--- src/rtl/simplez_pkg.sv ---
//------------------------------------------------------------------------------
// Module  : simplez_pkg
// Brief   : Simplez opcode and sequencer state encodings.
// Revision: 1.0 - initial release
//------------------------------------------------------------------------------
`default_nettype none

package simplez_pkg;

    localparam int         c_OPW       = 3;

    localparam logic [2:0] c_op_st     = 3'd0;
    localparam logic [2:0] c_op_ld     = 3'd1;
    localparam logic [2:0] c_op_add    = 3'd2;
    localparam logic [2:0] c_op_br     = 3'd3;
    localparam logic [2:0] c_op_bz     = 3'd4;
    localparam logic [2:0] c_op_clr    = 3'd5;
    localparam logic [2:0] c_op_dec    = 3'd6;
    localparam logic [2:0] c_op_halt   = 3'd7;

    localparam logic [1:0] c_s_fetch   = 2'd0;
    localparam logic [1:0] c_s_decode  = 2'd1;
    localparam logic [1:0] c_s_oper    = 2'd2;
    localparam logic [1:0] c_s_halted  = 2'd3;

endpackage

`default_nettype wire

--- src/rtl/simplez_alu.sv ---
//------------------------------------------------------------------------------
// Module  : simplez_alu
// Brief   : Combinational accumulator ALU (LD pass, ADD, DEC, CLR) + zero flag.
// Revision: 1.0 - initial release
//------------------------------------------------------------------------------
`default_nettype none

module simplez_alu
    import simplez_pkg::*;
#(
    parameter int DATAW = 12
) (
    input  logic [c_OPW-1:0] i_op,
    input  logic [DATAW-1:0] i_ac,
    input  logic [DATAW-1:0] i_opnd,
    output logic [DATAW-1:0] o_result,
    output logic             o_zero
);

    localparam logic [DATAW-1:0] c_one = {{(DATAW-1){1'b0}}, 1'b1};

    always_comb begin
        o_result = i_ac;
        case (i_op)
            c_op_ld:  o_result = i_opnd;
            c_op_add: o_result = i_ac + i_opnd;
            c_op_dec: o_result = i_ac - c_one;
            c_op_clr: o_result = '0;
            default:  o_result = i_ac;
        endcase
    end

    assign o_zero = (i_ac == '0);

endmodule

`default_nettype wire

--- src/rtl/simplez_core.sv ---
//------------------------------------------------------------------------------
// Module  : simplez_core
// Brief   : Simplez CPU core, 8-instruction ISA, req/ack memory bus.
//           Optional single-step gating with macro SIMPLEZ_STEP_EN.
// Revision: 1.0 - initial release
//------------------------------------------------------------------------------
`default_nettype none

module simplez_core
    import simplez_pkg::*;
#(
    parameter int               DATAW = 12,
    parameter int               ADDRW = 9,
    parameter logic [ADDRW-1:0] RSTPC = '0
) (
    input  logic             clk,
    input  logic             rst,
    output logic             mem_req,
    output logic             mem_we,
    output logic [ADDRW-1:0] mem_addr,
    output logic [DATAW-1:0] mem_wdata,
    input  logic [DATAW-1:0] mem_rdata,
    input  logic             mem_ack,
    input  logic             step,
    output logic             stop,
    output logic [ADDRW-1:0] pc_dbg,
    output logic [DATAW-1:0] ac_dbg
);

    generate
        if (DATAW - ADDRW != c_OPW) begin : g_bad_width
            $error("simplez_core: DATAW-ADDRW must equal 3");
        end
    endgenerate

    localparam logic [ADDRW-1:0] c_cp_one = {{(ADDRW-1){1'b0}}, 1'b1};

    logic [1:0]       r_state, w_state_nxt;
    logic [ADDRW-1:0] r_cp, w_cp_nxt;
    logic [DATAW-1:0] r_ri, w_ri_nxt;
    logic [DATAW-1:0] r_ac, w_ac_nxt;

    logic [c_OPW-1:0] w_co;
    logic [ADDRW-1:0] w_cd;
    logic [DATAW-1:0] w_alu_res;
    logic             w_ac_zero;
    logic             w_xfer;
    logic             w_fetch_go;

    assign w_co = r_ri[DATAW-1:ADDRW];
    assign w_cd = r_ri[ADDRW-1:0];

    simplez_alu #(
        .DATAW    (DATAW)
    ) u_alu (
        .i_op     (w_co),
        .i_ac     (r_ac),
        .i_opnd   (mem_rdata),
        .o_result (w_alu_res),
        .o_zero   (w_ac_zero)
    );

`ifdef SIMPLEZ_STEP_EN
    // One captured pulse releases exactly one fetch; pulses outside an idle FETCH are dropped.
    logic r_step_armed;

    always_ff @(negedge clk) begin
        if (rst) begin
            r_step_armed <= 1'b0;
        end else if (r_state == c_s_fetch) begin
            if (w_xfer) begin
                r_step_armed <= 1'b0;
            end else if (step) begin
                r_step_armed <= 1'b1;
            end
        end
    end

    assign w_fetch_go = r_step_armed;
`else
    logic w_unused_step;
    assign w_unused_step = step;
    assign w_fetch_go    = 1'b1;
`endif

    // Request is gated by rst so an in-flight transfer is abandoned immediately.
    assign mem_req   = !rst && (((r_state == c_s_fetch) && w_fetch_go) || (r_state == c_s_oper));
    assign mem_we    = (r_state == c_s_oper) && (w_co == c_op_st);
    assign mem_addr  = (r_state == c_s_oper) ? w_cd : r_cp;
    assign mem_wdata = r_ac;
    assign w_xfer    = mem_req && mem_ack;

    assign stop      = (r_state == c_s_halted);
    assign pc_dbg    = r_cp;
    assign ac_dbg    = r_ac;

    always_ff @(negedge clk) begin
        if (rst) begin
            r_state <= c_s_fetch;
            r_cp    <= RSTPC;
            r_ri    <= '0;
            r_ac    <= '0;
        end else begin
            r_state <= w_state_nxt;
            r_cp    <= w_cp_nxt;
            r_ri    <= w_ri_nxt;
            r_ac    <= w_ac_nxt;
        end
    end

    always_comb begin
        w_state_nxt = r_state;
        w_cp_nxt    = r_cp;
        w_ri_nxt    = r_ri;
        w_ac_nxt    = r_ac;
        case (r_state)
            c_s_fetch: begin
                if (w_xfer) begin
                    w_ri_nxt    = mem_rdata;
                    w_cp_nxt    = r_cp + c_cp_one;
                    w_state_nxt = c_s_decode;
                end
            end
            c_s_decode: begin
                case (w_co)
                    c_op_st, c_op_ld, c_op_add: begin
                        w_state_nxt = c_s_oper;
                    end
                    c_op_br: begin
                        w_cp_nxt    = w_cd;
                        w_state_nxt = c_s_fetch;
                    end
                    c_op_bz: begin
                        if (w_ac_zero) begin
                            w_cp_nxt = w_cd;
                        end
                        w_state_nxt = c_s_fetch;
                    end
                    c_op_clr, c_op_dec: begin
                        w_ac_nxt    = w_alu_res;
                        w_state_nxt = c_s_fetch;
                    end
                    default: begin
                        w_state_nxt = c_s_halted;
                    end
                endcase
            end
            c_s_oper: begin
                if (w_xfer) begin
                    if ((w_co == c_op_ld) || (w_co == c_op_add)) begin
                        w_ac_nxt = w_alu_res;
                    end
                    w_state_nxt = c_s_fetch;
                end
            end
            default: begin
                w_state_nxt = c_s_halted;
            end
        endcase
    end

endmodule

`default_nettype wire

--- config.mk ---
export PLATFORM = sky130hd
export DESIGN_NAME = simplez_core
export DESIGN_NICKNAME = d
export VERILOG_FILES = /design/src/rtl/simplez_pkg.sv /design/src/rtl/simplez_alu.sv /design/src/rtl/simplez_core.sv
export SDC_FILE = /design/constraint.sdc
export NUM_CORES = 1
export LEC_CHECK = 0
export ABC_AREA = 1
export CAP_MARGIN = 20
export CORE_MARGIN = 3
export CORE_UTILIZATION = 41
export CTS_CLUSTER_DIAMETER = 100
export DETAILED_ROUTE_END_ITERATION = 7
export GPL_ROUTABILITY_DRIVEN = 0
export PLACE_DENSITY = 0.81
export SLEW_MARGIN = 10
export SYNTH_ARGS = -nofsm -noshare
export SYNTH_HDL_FRONTEND = slang
export SYNTH_SLANG_ARGS = --single-unit
--- constraint.sdc ---
create_clock -name clk -period 2.6 [get_ports clk]
set_clock_uncertainty 0.05 [all_clocks]
set_input_delay 0.65 -clock clk [delete_from_list [all_inputs] [get_ports clk]]
set_output_delay 0.65 -clock clk [all_outputs]
set_load 0.01 [all_outputs]
==> reports/qor.yml <==
outcome: "complete, but fails checks"
failing_checks: "negative setup slack"
grt_use_total_pct: 34.32
worst_slew_pin_slew_ns: 0.5650
num_rows: 29
worst_slew_margin_rel_pct: 62.33
switching_share_pct: 43.26
layout.cells.non_filler: 736
crit_type: "in -> reg"
layout-drive-gt1-share_pct: 61.91
yosys.area_share.adder_pct: 6.574
cts_tree: "yes"
cells_taking_the_most_area_after_synthesis: "sky130_fd_sc_hd__dfxtp_1 (25%), sky130_fd_sc_hd__nand2_1 (11%), sky130_fd_sc_hd__a21oi_1 (9.0%), sky130_fd_sc_hd__o21ai_0 (8.6%), sky130_fd_sc_hd__inv_1 (7.0%)"
worstPathRequired_ns: 1.54
pwr-share-clk_pct: 32.9
synth_most_common_cell: "sky130_fd_sc_hd__nand2_1"
numCtsBuffers: 5
syn_area_sq_mm: 0.002779
share_comb_of_total_power_pct: 42.8
syn_avg_cell_area_sq_um: 6.345
synth_top_family_by_area: "simple AND/OR/NAND/NOR gates"
clock-sinks: 35
path_clk_slew_ns: 0.05
synth-warning-count: 0
async_reset_ff_share_pct: 0
floorplan.initialDensity_pct: 43.03
drt_pass1_iterations: 5
num_vias: 4737
intPower_mw: 1.435
die_w_um: 88.33
fraction_of_met2_tracks_used_by_global_routing_pct: 60.50
num_antenna_cells: 0
nets: 688
vias_per_cell: 6.436
fin_worst_hold_slack_ns: 0.4721
place.detailed.hpwl_um: 6957
grt-ovfl-total: 0
path_max_fanout: 4
area_growth_syn_to_layout_pct: 107.1
yosysSeqAreaShare_pct: 25.21
number_of_global_route_vias_before_repair: 4461
drt_wl_total_um: 16890
drtIter0Drc: 516
synth_compound_area_share_pct: 22.65
worst_setup_path_end_kind: "flip-flop"
synth_top_flop_cell: "sky130_fd_sc_hd__dfxtp_1"
hold_bufs_at_cts: 0
max-vdd-ir-drop_mv: 0.3229
synth_area_leader_cell: "sky130_fd_sc_hd__dfxtp_1"
grt_pass1_wl_um: 20860
netlist_top_cells_count: "sky130_fd_sc_hd__nand2_1 (83), sky130_fd_sc_hd__inv_1 (52), sky130_fd_sc_hd__a21oi_1 (50), sky130_fd_sc_hd__o21ai_0 (48), sky130_fd_sc_hd__nor2_1 (39)"
tns_ns: -38.07
crit_path_start_kind: "input port"
synth-edff-count: 0
floorplan.die.height_um: 88.33
static-leakage-power_nw: 2.720
detail_route.wl_per_cell_um: 22.95
switching_component_of_the_power_mw: 1.094
syn-num-nets: 468
dpl.cell_count: 647
met1_usage_pct: 34.73
detail_route.drc_violations: 0
max-clock-path-buffers: 2
slew_violations: 0
postSynthRegisterBits: 35
class_of_the_worst_hold_path: "reg -> reg"
number_of_violations_of_the_max_capacitance_limit: 0
grt_start_max_net_pins: 23
yosys-mux-area-fraction_pct: 0
synth.lib_cells_used.distinct: 34
ant_nets: 0
finalWorstSetupSlack_ns: -1.531
root_buffer: "sky130_fd_sc_hd__clkbuf_8"
placeable_area_sq_mm: 0.006459
grt_setup_unrepaired: "yes"
timing.final.setup_violations: 79
antenna_found_initial: 0
clkLatencyLatePin_ns: 0.41
p_seq_share_pct: 24.3
syn_inst: 438
dieArea_sq_mm: 0.007801
yosys.area.top_type_share_pct: 25.21
post_synth_simple_gate_area_pct: 30.98
grtUsageMet3_pct: 8.194
numPortBuffers: 59
num_io_pins: 61
synth_xor_area_share_pct: 0.6303
grt_most_used_layer: "met2"
timing.critical_path.arrival_ns: 3.07
power_per_cell_area_mw_per_mm2: 439.4
finalHoldViolCount: 0
clock_tree.htree_level_count: 2
registers in the layout, summed over array words and instances, names as in the netlist:
register / count
ac_dbg: 12
r_state: 2
r_ri: 12
pc_dbg: 9
power by group through the flow:
stage / Combinational [mW] / Sequential (mW) / Clock [mW]
final: 1.08 / 0.614 / 0.833
after global routing: 1.12 / 0.614 / 0.889
after CTS: 0.864 / 0.610 / 0.752
after detailed placement: 0.699 / 0.608 / 0.0846
after global placement: 0.678 / 0.606 / 0.0846
after floorplan: 0.364 / 0.628 / 0.0846
kinds of logic after synthesis:
logic type,count (synthesis)
simple gates,185
compound gates,118
buf+inv,84
flops,35
fa+ha+maj,14
xor+xnor,2
metrics by stage:
| stage | instance area [sq um] | util, % | power (mW) | setup slack (ns) |
|---|---|---|---|---|
| 6_report | 5754 | 89.09 | 2.528 | -1.531 |
| 5_1_grt | 5754 | 89.09 | 2.626 | -1.615 |
| 4_1_cts | 5303 | 82.10 | 2.226 | -1.276 |
| 3_5_place_dp | 4303 | 66.62 | 1.392 | -2.168 |
| 3_3_place_gp | 4303 | 66.62 | 1.369 | -2.047 |
| 2_1_floorplan | 3075 | - | 1.077 | -1.290 |
metal layers:
layer | vias up | wire length [um]
li1 | 1894 | -
met1 | 2130 | 5582
met2 | 512 | 7779
met3 | 201 | 1859
met4 | 0 | 1671
met5 | - | 0
critical path, cell delays in order:
cell	delay (ns)
sky130_fd_sc_hd__buf_12	0.11
sky130_fd_sc_hd__inv_12	0.05
sky130_fd_sc_hd__ha_4	0.15
sky130_fd_sc_hd__inv_2	0.06
sky130_fd_sc_hd__nor2_4	0.13
sky130_fd_sc_hd__nand2_2	0.08
sky130_fd_sc_hd__nor2_2	0.16
sky130_fd_sc_hd__inv_2	0.08
sky130_fd_sc_hd__nor2_4	0.15
sky130_fd_sc_hd__inv_2	0.07
sky130_fd_sc_hd__o21ai_2	0.12
sky130_fd_sc_hd__nand3_2	0.12
sky130_fd_sc_hd__ha_4	0.33
sky130_fd_sc_hd__buf_6	0.11
sky130_fd_sc_hd__nand2_1	0.07
sky130_fd_sc_hd__nor2_2	0.13
sky130_fd_sc_hd__o21ai_1	0.13
sky130_fd_sc_hd__nand4_1	0.13
sky130_fd_sc_hd__nand3_2	0.09
sky130_fd_sc_hd__a21oi_2	0.14
placed cells by master (no fill, tap or decap), drive strengths merged, types with 6 or more instances in the layout:
cell,n
a21oi,50
inv,95
o21ai,58
ha,13
nand3,37
nand2,87
nor2,47
dfxtp,35
buf,189
nand4,6
area by class of cell:
cell class / count / area, sq um
flip-flops and latches: 35 / 742.0
multi-input cells: 321 / 2549
repair buffers: 200 / 1854
clock inverters: 38 / 172.7
inverters: 60 / 271.5
clock buffers: 5 / 68.82
well taps: 77 / 96.34
fillers: 246 / 704.4
final timing paths:
kind | startpoint | end | slack, ns | depth (start not counted)
worst min-delay path | r_ri[7] | r_ri[7] | 0.47 | 2
worst min register to register | r_ri[7] | r_ri[7] | 0.47 | 2
worst max-delay path | mem_rdata[1] | ac_dbg[10] | -1.53 | 20
worst max register to register | r_ri[9] | ac_dbg[8] | -0.35 | 16
what timing repair did:
item                                    in CTS  in global routing
pin swaps                                   44                 60
endpoints found under the setup margin      80                 80
cloned                                       3                  0
setup buffers                               33                 24
gates resized for setup                    376                112
Power figures use the tool's default switching activity.
